$ cat config.mk
export PLATFORM = sky130hd
export DESIGN_NAME = sweep_engine
export DESIGN_NICKNAME = d
export VERILOG_FILES = /design/src/rtl/sweep_engine.sv
export SDC_FILE = /design/constraint.sdc
export NUM_CORES = 1
export LEC_CHECK = 0
export CORE_ASPECT_RATIO = 2
export CORE_MARGIN = 10
export CORE_UTILIZATION = 55
export DETAILED_ROUTE_END_ITERATION = 10
export PLACE_DENSITY = 0.78
export SYNTH_ARGS = -nofsm -noshare
export SYNTH_HDL_FRONTEND = slang
export SYNTH_SLANG_ARGS = --single-unit
export TNS_END_PERCENT = 1
$ cat constraint.sdc
create_clock -name clk -period 5.7 [get_ports clk]
set_clock_uncertainty 0.2 [all_clocks]
set_input_delay 0.855 -clock clk [delete_from_list [all_inputs] [get_ports clk]]
set_output_delay 0.855 -clock clk [all_outputs]
set_load 0.05 [all_outputs]
$ cat src/rtl/sweep_engine.sv
`default_nettype none
// ============================================================================
//  Module   : sweep_engine
//  Purpose  : Triangle / sawtooth / one-shot linear frequency sweep around a
//             base value, clamped to a band, with shadowed reconfiguration.
//  Revision : 1.0 - initial release
// ============================================================================
module sweep_engine #(
    parameter int FREQ_W   = 20,
    parameter int RANGE_W  = 17,
    parameter int STEP_W   = 13,
    parameter int TICK_DIV = 100,
    parameter int FREQ_MIN = 1000,
    parameter int FREQ_MAX = 999000,
    parameter int RST_FREQ = 100000
) (
    input  logic               clk,
    input  logic               rst,
    input  logic               cfg_valid,
    output logic               cfg_ready,
    input  logic [FREQ_W-1:0]  cfg_base,
    input  logic [RANGE_W-1:0] cfg_range,
    input  logic [STEP_W-1:0]  cfg_step,
    input  logic [2:0]         cfg_mode,
    input  logic               start,
    input  logic               stop,
    input  logic               hold,
    output logic [FREQ_W-1:0]  freq_out,
    output logic               freq_valid,
    output logic               sweep_dir,
    output logic               sweep_active,
    output logic               wrap,
    output logic               sweep_done
);

    localparam int c_OFF_W = RANGE_W + 1;
    localparam int c_ARI_W = RANGE_W + 2;
    localparam int c_SUM_W = FREQ_W + 2;
    localparam int c_PRE_W = $clog2(TICK_DIV);

    localparam logic [c_PRE_W-1:0]        c_PRE_LAST = c_PRE_W'(TICK_DIV - 1);
    localparam logic signed [c_SUM_W-1:0] c_FMIN     = c_SUM_W'(FREQ_MIN);
    localparam logic signed [c_SUM_W-1:0] c_FMAX     = c_SUM_W'(FREQ_MAX);

    localparam logic [1:0] c_IDLE = 2'd0;
    localparam logic [1:0] c_RUN  = 2'd1;
    localparam logic [1:0] c_HOLD = 2'd2;
    localparam logic [1:0] c_DONE = 2'd3;

    localparam logic [2:0] c_MODE_TRI    = 3'd1;
    localparam logic [2:0] c_MODE_SAW_UP = 3'd2;
    localparam logic [2:0] c_MODE_SAW_DN = 3'd3;
    localparam logic [2:0] c_MODE_OS_UP  = 3'd4;
    localparam logic [2:0] c_MODE_OS_DN  = 3'd5;

    logic [1:0]                r_state, w_state_nxt;
    logic signed [c_OFF_W-1:0] r_offset, w_off_nxt;
    logic                      r_dir, w_dir_nxt;
    logic [c_PRE_W-1:0]        r_presc, w_pre_nxt;
    logic [FREQ_W-1:0]         r_base, r_sh_base;
    logic [RANGE_W-1:0]        r_range, r_sh_range;
    logic [STEP_W-1:0]         r_step, r_sh_step;
    logic [2:0]                r_mode, r_sh_mode;
    logic                      r_sh_valid;
    logic [FREQ_W-1:0]         r_freq_out;
    logic                      r_freq_valid, r_src_chg, r_wrap, r_done;
    logic                      w_chg_nxt, w_wrap_nxt, w_done_nxt;

    function automatic logic [c_OFF_W-1:0] f_start_off(input logic [2:0] mode,
                                                       input logic [RANGE_W-1:0] rng);
        logic [c_OFF_W-1:0] v_pos;
        v_pos = {1'b0, rng};
        case (mode)
            c_MODE_SAW_UP, c_MODE_OS_UP: f_start_off = -v_pos;
            c_MODE_SAW_DN, c_MODE_OS_DN: f_start_off = v_pos;
            default:                     f_start_off = '0;
        endcase
    endfunction

    function automatic logic f_start_dir(input logic [2:0] mode);
        f_start_dir = (mode == c_MODE_SAW_DN) || (mode == c_MODE_OS_DN);
    endfunction

    logic w_running, w_accept, w_advance, w_tick, w_apply, w_to_shadow;
    logic [FREQ_W-1:0]  w_new_base;
    logic [RANGE_W-1:0] w_new_range, w_act_range;
    logic [STEP_W-1:0]  w_new_step;
    logic [2:0]         w_new_mode, w_act_mode;

    assign w_running = (r_state == c_RUN) || (r_state == c_HOLD);
    assign w_accept  = cfg_valid && !r_sh_valid;
    assign w_advance = w_running && !hold && !start && !stop;
    assign w_tick    = w_advance && (r_presc == c_PRE_LAST);

    // ready is low only while a shadow is pending, so the two sources never collide
    assign w_new_base  = w_accept ? cfg_base  : r_sh_base;
    assign w_new_range = w_accept ? cfg_range : r_sh_range;
    assign w_new_step  = w_accept ? cfg_step  : r_sh_step;
    assign w_new_mode  = w_accept ? cfg_mode  : r_sh_mode;

    // Per-tick offset arithmetic, one bit wider than the offset
    logic signed [c_ARI_W-1:0] w_off_ext, w_rng, w_rng_neg, w_stp, w_plus, w_minus;
    logic signed [c_ARI_W-1:0] w_tick_off;
    logic                      w_tick_dir, w_tick_wrap, w_tick_end, w_tick_upd;

    assign w_off_ext = {r_offset[c_OFF_W-1], r_offset};
    assign w_rng     = $signed({2'b00, r_range});
    assign w_rng_neg = -w_rng;
    assign w_stp     = $signed({{(c_ARI_W - STEP_W){1'b0}}, r_step});
    assign w_plus    = w_off_ext + w_stp;
    assign w_minus   = w_off_ext - w_stp;

    always_comb begin
        w_tick_off  = w_off_ext;
        w_tick_dir  = r_dir;
        w_tick_wrap = 1'b0;
        w_tick_end  = 1'b0;
        w_tick_upd  = 1'b1;
        case (r_mode)
            c_MODE_TRI: begin
                if (!r_dir) begin
                    if (w_plus >= w_rng) begin
                        w_tick_off = w_rng;
                        w_tick_dir = 1'b1;
                    end else begin
                        w_tick_off = w_plus;
                    end
                end else if (w_minus <= w_rng_neg) begin
                    w_tick_off  = w_rng_neg;
                    w_tick_dir  = 1'b0;
                    w_tick_wrap = 1'b1;
                end else begin
                    w_tick_off = w_minus;
                end
            end
            c_MODE_SAW_UP: begin
                if (w_plus > w_rng) begin
                    w_tick_off  = w_rng_neg;
                    w_tick_wrap = 1'b1;
                end else begin
                    w_tick_off = w_plus;
                end
            end
            c_MODE_SAW_DN: begin
                if (w_minus < w_rng_neg) begin
                    w_tick_off  = w_rng;
                    w_tick_wrap = 1'b1;
                end else begin
                    w_tick_off = w_minus;
                end
            end
            c_MODE_OS_UP: begin
                if (w_plus >= w_rng) begin
                    w_tick_off = w_rng;
                    w_tick_end = 1'b1;
                end else begin
                    w_tick_off = w_plus;
                end
            end
            c_MODE_OS_DN: begin
                if (w_minus <= w_rng_neg) begin
                    w_tick_off = w_rng_neg;
                    w_tick_end = 1'b1;
                end else begin
                    w_tick_off = w_minus;
                end
            end
            default: w_tick_upd = 1'b0;
        endcase
    end

    // Config lands directly when idle/done; otherwise at a wrap, one-shot end, start or stop
    assign w_apply = (!w_running && w_accept)
                   || (w_running && (start || stop) && (w_accept || r_sh_valid))
                   || (r_sh_valid && w_tick && w_tick_upd && (w_tick_wrap || w_tick_end));
    assign w_to_shadow = w_running && w_accept && !start && !stop;
    assign w_act_mode  = w_apply ? w_new_mode  : r_mode;
    assign w_act_range = w_apply ? w_new_range : r_range;

    always_comb begin
        w_state_nxt = r_state;
        case (r_state)
            c_IDLE, c_DONE: if (start) w_state_nxt = c_RUN;
            c_RUN, c_HOLD: begin
                if (hold)                                  w_state_nxt = c_HOLD;
                else if (w_tick && w_tick_upd && w_tick_end) w_state_nxt = c_DONE;
                else                                       w_state_nxt = c_RUN;
            end
            default: w_state_nxt = c_IDLE;
        endcase
        if (stop)       w_state_nxt = c_IDLE;
        else if (start) w_state_nxt = c_RUN;
    end

    always_comb begin
        w_off_nxt  = r_offset;
        w_dir_nxt  = r_dir;
        w_pre_nxt  = r_presc;
        w_wrap_nxt = 1'b0;
        w_done_nxt = 1'b0;
        w_chg_nxt  = w_apply;
        if (stop) begin
            w_off_nxt = '0;
            w_dir_nxt = 1'b0;
            w_pre_nxt = '0;
            w_chg_nxt = 1'b1;
        end else if (start) begin
            w_off_nxt = f_start_off(w_act_mode, w_act_range);
            w_dir_nxt = f_start_dir(w_act_mode);
            w_pre_nxt = '0;
            w_chg_nxt = 1'b1;
        end else if (w_advance) begin
            w_pre_nxt = w_tick ? '0 : r_presc + c_PRE_W'(1);
            if (w_tick && w_tick_upd) begin
                w_wrap_nxt = w_tick_wrap;
                w_done_nxt = w_tick_end;
                w_chg_nxt  = 1'b1;
                if (w_apply) begin
                    w_off_nxt = f_start_off(w_act_mode, w_act_range);
                    w_dir_nxt = f_start_dir(w_act_mode);
                end else begin
                    w_off_nxt = w_tick_off[c_OFF_W-1:0];
                    w_dir_nxt = w_tick_dir;
                end
            end
        end
    end

    logic signed [c_SUM_W-1:0] w_sum;
    logic [FREQ_W-1:0]         w_clamped;

    assign w_sum = $signed({2'b00, r_base})
                 + $signed({{(c_SUM_W - c_OFF_W){r_offset[c_OFF_W-1]}}, r_offset});

    always_comb begin
        w_clamped = w_sum[FREQ_W-1:0];
        if (w_sum < c_FMIN)      w_clamped = FREQ_W'(FREQ_MIN);
        else if (w_sum > c_FMAX) w_clamped = FREQ_W'(FREQ_MAX);
    end

    always_ff @(posedge clk or posedge rst) begin
        if (rst) begin
            r_state      <= c_IDLE;
            r_offset     <= '0;
            r_dir        <= 1'b0;
            r_presc      <= '0;
            r_base       <= FREQ_W'(RST_FREQ);
            r_range      <= '0;
            r_step       <= '0;
            r_mode       <= '0;
            r_sh_base    <= '0;
            r_sh_range   <= '0;
            r_sh_step    <= '0;
            r_sh_mode    <= '0;
            r_sh_valid   <= 1'b0;
            r_freq_out   <= FREQ_W'(RST_FREQ);
            r_freq_valid <= 1'b0;
            r_src_chg    <= 1'b0;
            r_wrap       <= 1'b0;
            r_done       <= 1'b0;
        end else begin
            r_state      <= w_state_nxt;
            r_offset     <= w_off_nxt;
            r_dir        <= w_dir_nxt;
            r_presc      <= w_pre_nxt;
            r_src_chg    <= w_chg_nxt;
            r_wrap       <= w_wrap_nxt;
            r_done       <= w_done_nxt;
            r_freq_out   <= w_clamped;
            r_freq_valid <= r_src_chg;
            if (w_apply) begin
                r_base     <= w_new_base;
                r_range    <= w_new_range;
                r_step     <= w_new_step;
                r_mode     <= w_new_mode;
                r_sh_valid <= 1'b0;
            end else if (w_to_shadow) begin
                r_sh_base  <= cfg_base;
                r_sh_range <= cfg_range;
                r_sh_step  <= cfg_step;
                r_sh_mode  <= cfg_mode;
                r_sh_valid <= 1'b1;
            end
        end
    end

    assign cfg_ready    = !r_sh_valid;
    assign freq_out     = r_freq_out;
    assign freq_valid   = r_freq_valid;
    assign sweep_dir    = r_dir;
    assign sweep_active = w_running;
    assign wrap         = r_wrap;
    assign sweep_done   = r_done;

endmodule
`default_nettype wire
* Yosys cells after proc, flatten, opt, wreduce, memory -nomap -nowiden *
Index checks and enable logic that the tools add are counted.

storage, ports and cells
  register bits = 159
  input port bits = 59
  word-level logic and storage cells = 146

operators by class
  add/subtract/negate cells = 6
  magnitude comparators = 6
  equality and inequality tests = 14
  muxes and demuxes = 59
  bitwise gates (word level) = 1
  reductions and logical operators = 42

operators with widths
  kind                                                             count
  2-to-1 mux 18 bit                                                10
  case mux 18 bit (5 select lines)                                 1
  2-to-1 mux 20 bit                                                3
  case mux 18 bit (2 select lines)                                 1
  2-to-1 mux 17 bit                                                2
  2-to-1 mux 1 bit                                                 28
  2-to-1 mux 7 bit                                                 4
  adder 21 x 18 -> 22 bit                                          1
  greater-than comparator 22 x 21 -> 1 bit, second input constant  1
  less-than comparator 22 x 11 -> 1 bit, second input constant     1
  adder 18 x 14 -> 19 bit                                          1
  >= comparator 19 x 18 -> 1 bit                                   1
  greater-than comparator 19 x 18 -> 1 bit                         1
  less-or-equal comparator 19 bit                                  1
  less-than comparator 19 bit                                      1
  negation 17 -> 19 bit                                            1
  subtractor 18 x 14 -> 19 bit                                     1
  negation 17 -> 18 bit                                            1
  logical AND 1 bit                                                16
  2-to-1 mux 13 bit                                                1
  == test 3 x 2 -> 1 bit, second input constant                    4
  == test 3 bit, second input constant                             4
  2-to-1 mux 2 bit                                                 5
  nonzero test 8 bit                                               1
  other kinds (20)                                                 37

* Longest topological paths before layout *
  word-level depth = 19
  gate-level depth with buffers = 28
  mapped depth without buffers = 26

* Worst setup path before layout *
No wires, ideal clock.

  path kind = reg-to-reg
  start point = reg r_offset[1]
  end point = reg r_offset[2]
  data arrival time = 5.558 ns
  data required time = 5.413 ns
  slack = -0.144 ns
  stages on the path, launching flop included = 26
  buffers on the path = 2
  cells stage by stage = dfrtp_1 ha_1 nor2b_1 o31a_1 o31ai_4 o21ai_0 a2111oi_0 nor3_1 a21o_1 a2111oi_0 xnor2_1 ha_1 a21o_1 a21oi_1 nor2_1 a311oi_1 o21ai_1 nor3_4 o31a_2 nand2b_4 o31ai_4 buf_6 mux2i_2 nand2_1 buf_6 o211ai_1

on the way
  word-level cells in the longest chain between the ends = 17

RTL lines
  what                                                                                   RTL line  RTL
  start: declaration                                                                     57        logic signed [c_OFF_W-1:0] r_offset, w_off_nxt;
  start signal: assignment                                                               263       r_offset <= w_off_nxt;
  parallel branches: the longest is 17 deep, another holds subtractor 18 x 14 -> 19 bit  --

Several ways; the timed one is not identified. The select of a mux whose other input is x is not followed.
A chain may end at the register's enable or synchronous reset.

* Worst setup path after layout *
  start point = reg r_step[0]
  end point = reg r_offset[8]

on the way
  word-level cells in the longest chain between the ends = 17

RTL lines
  what                                                                                   RTL line  RTL
  start: declaration                                                                     62        logic [STEP_W-1:0] r_step, r_sh_step;
  start signal: assignment                                                               274       r_step <= w_new_step;
  parallel branches: the longest is 17 deep, another holds subtractor 18 x 14 -> 19 bit  --

Several ways; the timed one is not identified. The select of a mux whose other input is x is not followed.

==> flow_results.org <==
** Drt
- After detailed routing, the number of remaining DRC violations is 0.
- Number of nets with antenna violations after detailed routing :: 0
- The routed design has 46.20 mm of wire.
- Dividing the detail-routed wire length by the instance count gives 23.67 um.
- The first detailed-routing pass took 6 iterations.
- Vias per inst :: 6.277
- Vias after detailed routing :: 12250
- The first routing iteration left 878 violations.

** Worst setup path
- Maximum net fanout on the critical path :: 8
- Startpoint-to-endpoint class of the critical path :: flip-flop to flip-flop
- Crit path capture type :: flip-flop
- Data arrives at the worst endpoint at 5.90 ns.
- STA classifies the critical path startpoint as a flip-flop.
- At the worst endpoint, the required time is 5.86 ns.
- The number of cells on the worst reg-to-reg path is 27.
- The startpoint identified for the worst register-to-register timing path is r_step[0].
- The setup check on the worst reg-to-reg path leaves a slack of -0.04 ns.
- The endpoint identified for the worst register-to-register timing path is r_offset[8].

** Clock tree
- In this run the clock root is driven by a sky130_fd_sc_hd__clkbuf_16.
- The tree built by TritonCTS fans out to 159 sinks.
- Hold buffers post-CTS :: 0
- After clock tree synthesis, the clock-pin slew on the worst setup and hold paths is 0.07 ns.
- H-Tree Depth :: 4
- Clock latency on the worst-skew pair, taken at its later pin, is 0.47 ns.
- TritonCTS Buffers :: 17
- TritonCTS built the clock tree.
- Worst-case clock buffer depth :: 2

** Finish
- The sequential cells in the finished layout cover a total of 3995 um2.
- Total of fill cells in the finished design :: 1811
- 0 antenna diodes ended up in the layout.
- The final layout contains 1805 nets.
- Count of non-filler cells in the finished layout :: 1952
- Multi-input gate area in the final layout :: 8252 um2
- Ratio of cells with drive above 1 in the final layout :: 0.2237
- Growth of design area from synthesis to finish :: 26.05%
- After routing the design area is 15910 um2.

** Yosys
- In this run the mean area of a mapped cell was 8.810 um2.
- Fraction of synthesized cell area taken by the top area cell type :: 0.2914
- The number of nets handed over by synthesis was 1579.
- Synthesis produced a netlist whose cell count is 1433.
- The Yosys step of the flow raised 0 warnings.
- In the post-synthesis netlist, the biggest area contributors are sky130_fd_sc_hd__dfrtp_1, sky130_fd_sc_hd__ha_1, sky130_fd_sc_hd__mux2i_1, sky130_fd_sc_hd__mux2_2, sky130_fd_sc_hd__xnor2_1.
- Top_reg_cell synth :: sky130_fd_sc_hd__dfrtp_1
- EDFF count, synth :: 0
- Number of flip-flops and latches in the synthesized netlist :: 159
- Post-Synthesis Cell Area :: 12620 um2
- Cell type contributing the most total cell area after synthesis :: sky130_fd_sc_hd__dfrtp_1
- Yosys mapped the design onto 92 distinct sky130hd cell types.
- Fraction of the yosys area taken by sequential cells :: 0.3164
- Fraction of registers with async set/reset :: 1.000

** Power and ir drop
- Post-layout power :: 10030 uW
- Leakage :: 0.007325 uW
- The worst-case IR drop observed on VDD is 0.4267 mV.
- Total power divided by cell area :: 630.2 nW/um2

** Global routing
- The via count of the first global-routing pass is 12820.
- Total routing resource utilization after global routing :: 0.3091
- Pin count of the biggest net entering global routing :: 94
- Number of antenna violations at the first check in global routing :: 0
- The first global-routing pass estimated 70.70 mm of wire.
- Summed over all layers, the global routing overflow is 0.

** Floorplan
- Area enclosed by the die boundary :: 29780 um2
- In this run the horizontal extent of the chip is 127.1 um.
- For this configuration, the core starts out at a cell density of 0.5576.
- The core region is 22640 um2.
- In this run the core area contains 78 standard-cell rows.
- 85 I/O pins were placed.
- Die height :: 234.3 um

** STA
- Headroom to the max-slew limit came out at 0.3066.
- Timing would allow up to 0.1741 GHz.
- Final count of hold timing violations :: 0
- Number of endpoints failing setup at the final stage :: 4
- For the finished layout, the period the worst path requires is 5.744 ns.
- The final count of pins violating max slew came to 0.
- Setup slack after layout :: -0.04368 ns
- Of the available clock period, the critical path in the final layout requires 1.008.
- Setup repair after global routing could not meet its margin everywhere.
- At the pin with the least slew margin, the transition time is 1.031 ns.

** Placed design
- HPWL reported at the end of detailed placement :: 36.06 mm
- After detailed placement, the design holds a cell count of 1903.
- Placed Area :: 14900 um2
- Buffers placed on the I/O ports in this run total 84.
- Routability-driven placement finished with a final weighted congestion of 1.085.

** Run status
- The final reports fail on setup timing.
- The flow ran to the end, but the final reports show violations.

** Worst hold path
- For hold timing, the worst endpoint is freq_valid.
- The worst hold path was traced through 0 stages.
- Hold Startpoint :: r_src_chg
- Type of the worst min-delay path :: flip-flop to flip-flop

** Run
- Number of maximum-capacitance violations :: 0
## cell usage after synthesis (7+ instances only)
| cell type | count |
|---|---|
| sky130_fd_sc_hd__o21bai_1 | 16 |
| sky130_fd_sc_hd__a22oi_1 | 11 |
| sky130_fd_sc_hd__nand2_1 | 122 |
| sky130_fd_sc_hd__nor4_1 | 9 |
| sky130_fd_sc_hd__nand3_1 | 23 |
| sky130_fd_sc_hd__a31oi_1 | 15 |
| sky130_fd_sc_hd__o21ai_1 | 8 |
| sky130_fd_sc_hd__o221ai_1 | 8 |
| sky130_fd_sc_hd__xor2_1 | 26 |
| sky130_fd_sc_hd__o31ai_1 | 7 |
| sky130_fd_sc_hd__nand2b_1 | 15 |
| sky130_fd_sc_hd__nor2_1 | 117 |
| sky130_fd_sc_hd__nor2b_1 | 9 |
| sky130_fd_sc_hd__dfrtp_1 | 147 |
| sky130_fd_sc_hd__o21a_1 | 10 |
| sky130_fd_sc_hd__o21ai_0 | 104 |
| sky130_fd_sc_hd__and2_1 | 10 |
| sky130_fd_sc_hd__a21o_1 | 22 |
| sky130_fd_sc_hd__xnor2_1 | 69 |
| sky130_fd_sc_hd__nand4_1 | 11 |
| sky130_fd_sc_hd__inv_1 | 77 |
| sky130_fd_sc_hd__o211ai_1 | 17 |
| sky130_fd_sc_hd__mux2_2 | 62 |
| sky130_fd_sc_hd__nor3_1 | 34 |
| sky130_fd_sc_hd__dfstp_2 | 12 |
| sky130_fd_sc_hd__ha_1 | 84 |
| sky130_fd_sc_hd__and3_1 | 9 |
| sky130_fd_sc_hd__clkbuf_1 | 43 |
| sky130_fd_sc_hd__buf_2 | 18 |
| sky130_fd_sc_hd__mux2i_1 | 71 |
| sky130_fd_sc_hd__a21oi_1 | 110 |
## critical path: stages (launching register included)
cell                       delay [ns]
sky130_fd_sc_hd__dfrtp_1         0.36
sky130_fd_sc_hd__buf_4           0.12
sky130_fd_sc_hd__ha_2            0.18
sky130_fd_sc_hd__inv_2           0.04
sky130_fd_sc_hd__fa_2            0.36
sky130_fd_sc_hd__a211oi_2        0.20
sky130_fd_sc_hd__o21bai_1        0.10
sky130_fd_sc_hd__a21oi_2         0.27
sky130_fd_sc_hd__o21bai_1        0.14
sky130_fd_sc_hd__a21o_1          0.20
sky130_fd_sc_hd__a21oi_2         0.17
sky130_fd_sc_hd__o21ba_4         0.18
sky130_fd_sc_hd__nand2_2         0.07
sky130_fd_sc_hd__xnor2_2         0.19
sky130_fd_sc_hd__ha_1            0.27
sky130_fd_sc_hd__a21o_1          0.17
sky130_fd_sc_hd__a21oi_2         0.11
sky130_fd_sc_hd__nor2_1          0.05
sky130_fd_sc_hd__a311oi_2        0.25
sky130_fd_sc_hd__o21ai_2         0.13
sky130_fd_sc_hd__buf_6           0.14
sky130_fd_sc_hd__nor3_4          0.23
sky130_fd_sc_hd__o31a_2          0.22
sky130_fd_sc_hd__nand2b_4        0.08
sky130_fd_sc_hd__o31a_4          0.41
sky130_fd_sc_hd__mux2_4          0.33
sky130_fd_sc_hd__xor2_1          0.16
sky130_fd_sc_hd__a221o_1         0.29
## layout by cell type, fill, tap and decap left out, types with 31 or more instances in the layout
cell type and instances:
sky130_fd_sc_hd__a21oi_1 107, sky130_fd_sc_hd__mux2i_1 71, sky130_fd_sc_hd__inv_1 74, sky130_fd_sc_hd__o21ai_0 84
sky130_fd_sc_hd__clkdlybuf4s50_1 84, sky130_fd_sc_hd__nor2_1 113, sky130_fd_sc_hd__xnor2_1 64, sky130_fd_sc_hd__nor3_1 31
sky130_fd_sc_hd__buf_4 183, sky130_fd_sc_hd__mux2_2 62, sky130_fd_sc_hd__ha_1 82, sky130_fd_sc_hd__nand2_1 120
sky130_fd_sc_hd__dfrtp_1 146
## registers in the layout, summed over array words and instances (netlist names), 2 cells and up
name and flops:
r_state 2, r_range 17, freq_out 20, r_base 20
r_sh_base 20, r_offset 18, r_sh_mode 3, r_sh_range 17
r_step 13, r_mode 3, r_presc 7, r_sh_step 13
## worst max path at each step
stage                startpoint     endpoint  cells after the start
floorplan                   rst  r_offset[1]                      1
global placement    r_offset[0]  r_offset[6]                     25
detailed placement  r_offset[0]  r_offset[6]                     25
CTS                 r_offset[1]  r_offset[8]                     24
global route        r_offset[0]  r_offset[1]                     28
finish                r_step[0]  r_offset[8]                     27
## kinds of logic (layout without fill, tap and decap cells)
family	count (synthesis)	in the layout	share of synthesized area
compound gates	408	408	0.2108
xor+xnor	97	97	0.06938
fa+ha+maj	88	88	0.08880
buf+inv	153	392	0.05064
flops	159	159	0.3164
mux	136	136	0.1150
simple gates	392	392	0.1491
## metal layers
metal	global-route usage	routed length, um	share of wire
met1	0.2924	15610	0.34
met2	0.5496	23810	0.52
met3	0.05406	2115	0.046
met4	0.2906	4666	0.10
met5	0	0	0
## per-stage QoR
stage          hold WS, ns  utilization  setup TNS (ns)  setup slack, ns
6_report            0.1572       0.7028         -0.1191         -0.04368
5_1_grt             0.1826       0.7028          -6.121          -0.2878
4_1_cts             0.1620       0.6963        -0.03191         -0.02235
3_5_place_dp        0.1458       0.6580          -12.88          -0.3676
3_3_place_gp        0.1377       0.6580          -8.972          -0.2851
2_1_floorplan       0.1312            -               0         0.006726
## area by class of cell
class / instances / share of cell area
clock buffer: 19 / 0.02783
clock inverter: 13 / 0.01077
inverter: 81 / 0.01942
multi-input combinational: 1121 / 0.5186
sequential: 159 / 0.2511
tap: 280 / 0.02202
timing repair buffer: 279 / 0.1503
## power breakdown
part           switching, uW  internal (uW)  total [uW]
Combinational           3960           3090        7050
Sequential               291           1470        1770
Clock                    541            676        1220
Total                   4790           5240       10000
## timing repair
| action | in CTS | in global routing |
|---|---|---|
| buffers inserted | 14 | 5 |
| resized for setup | 35 | 41 |
| pin swaps | 23 | 32 |
| setup endpoints to repair | 64 | 67 |
No activity file was read; power rests on OpenSTA's default activity.
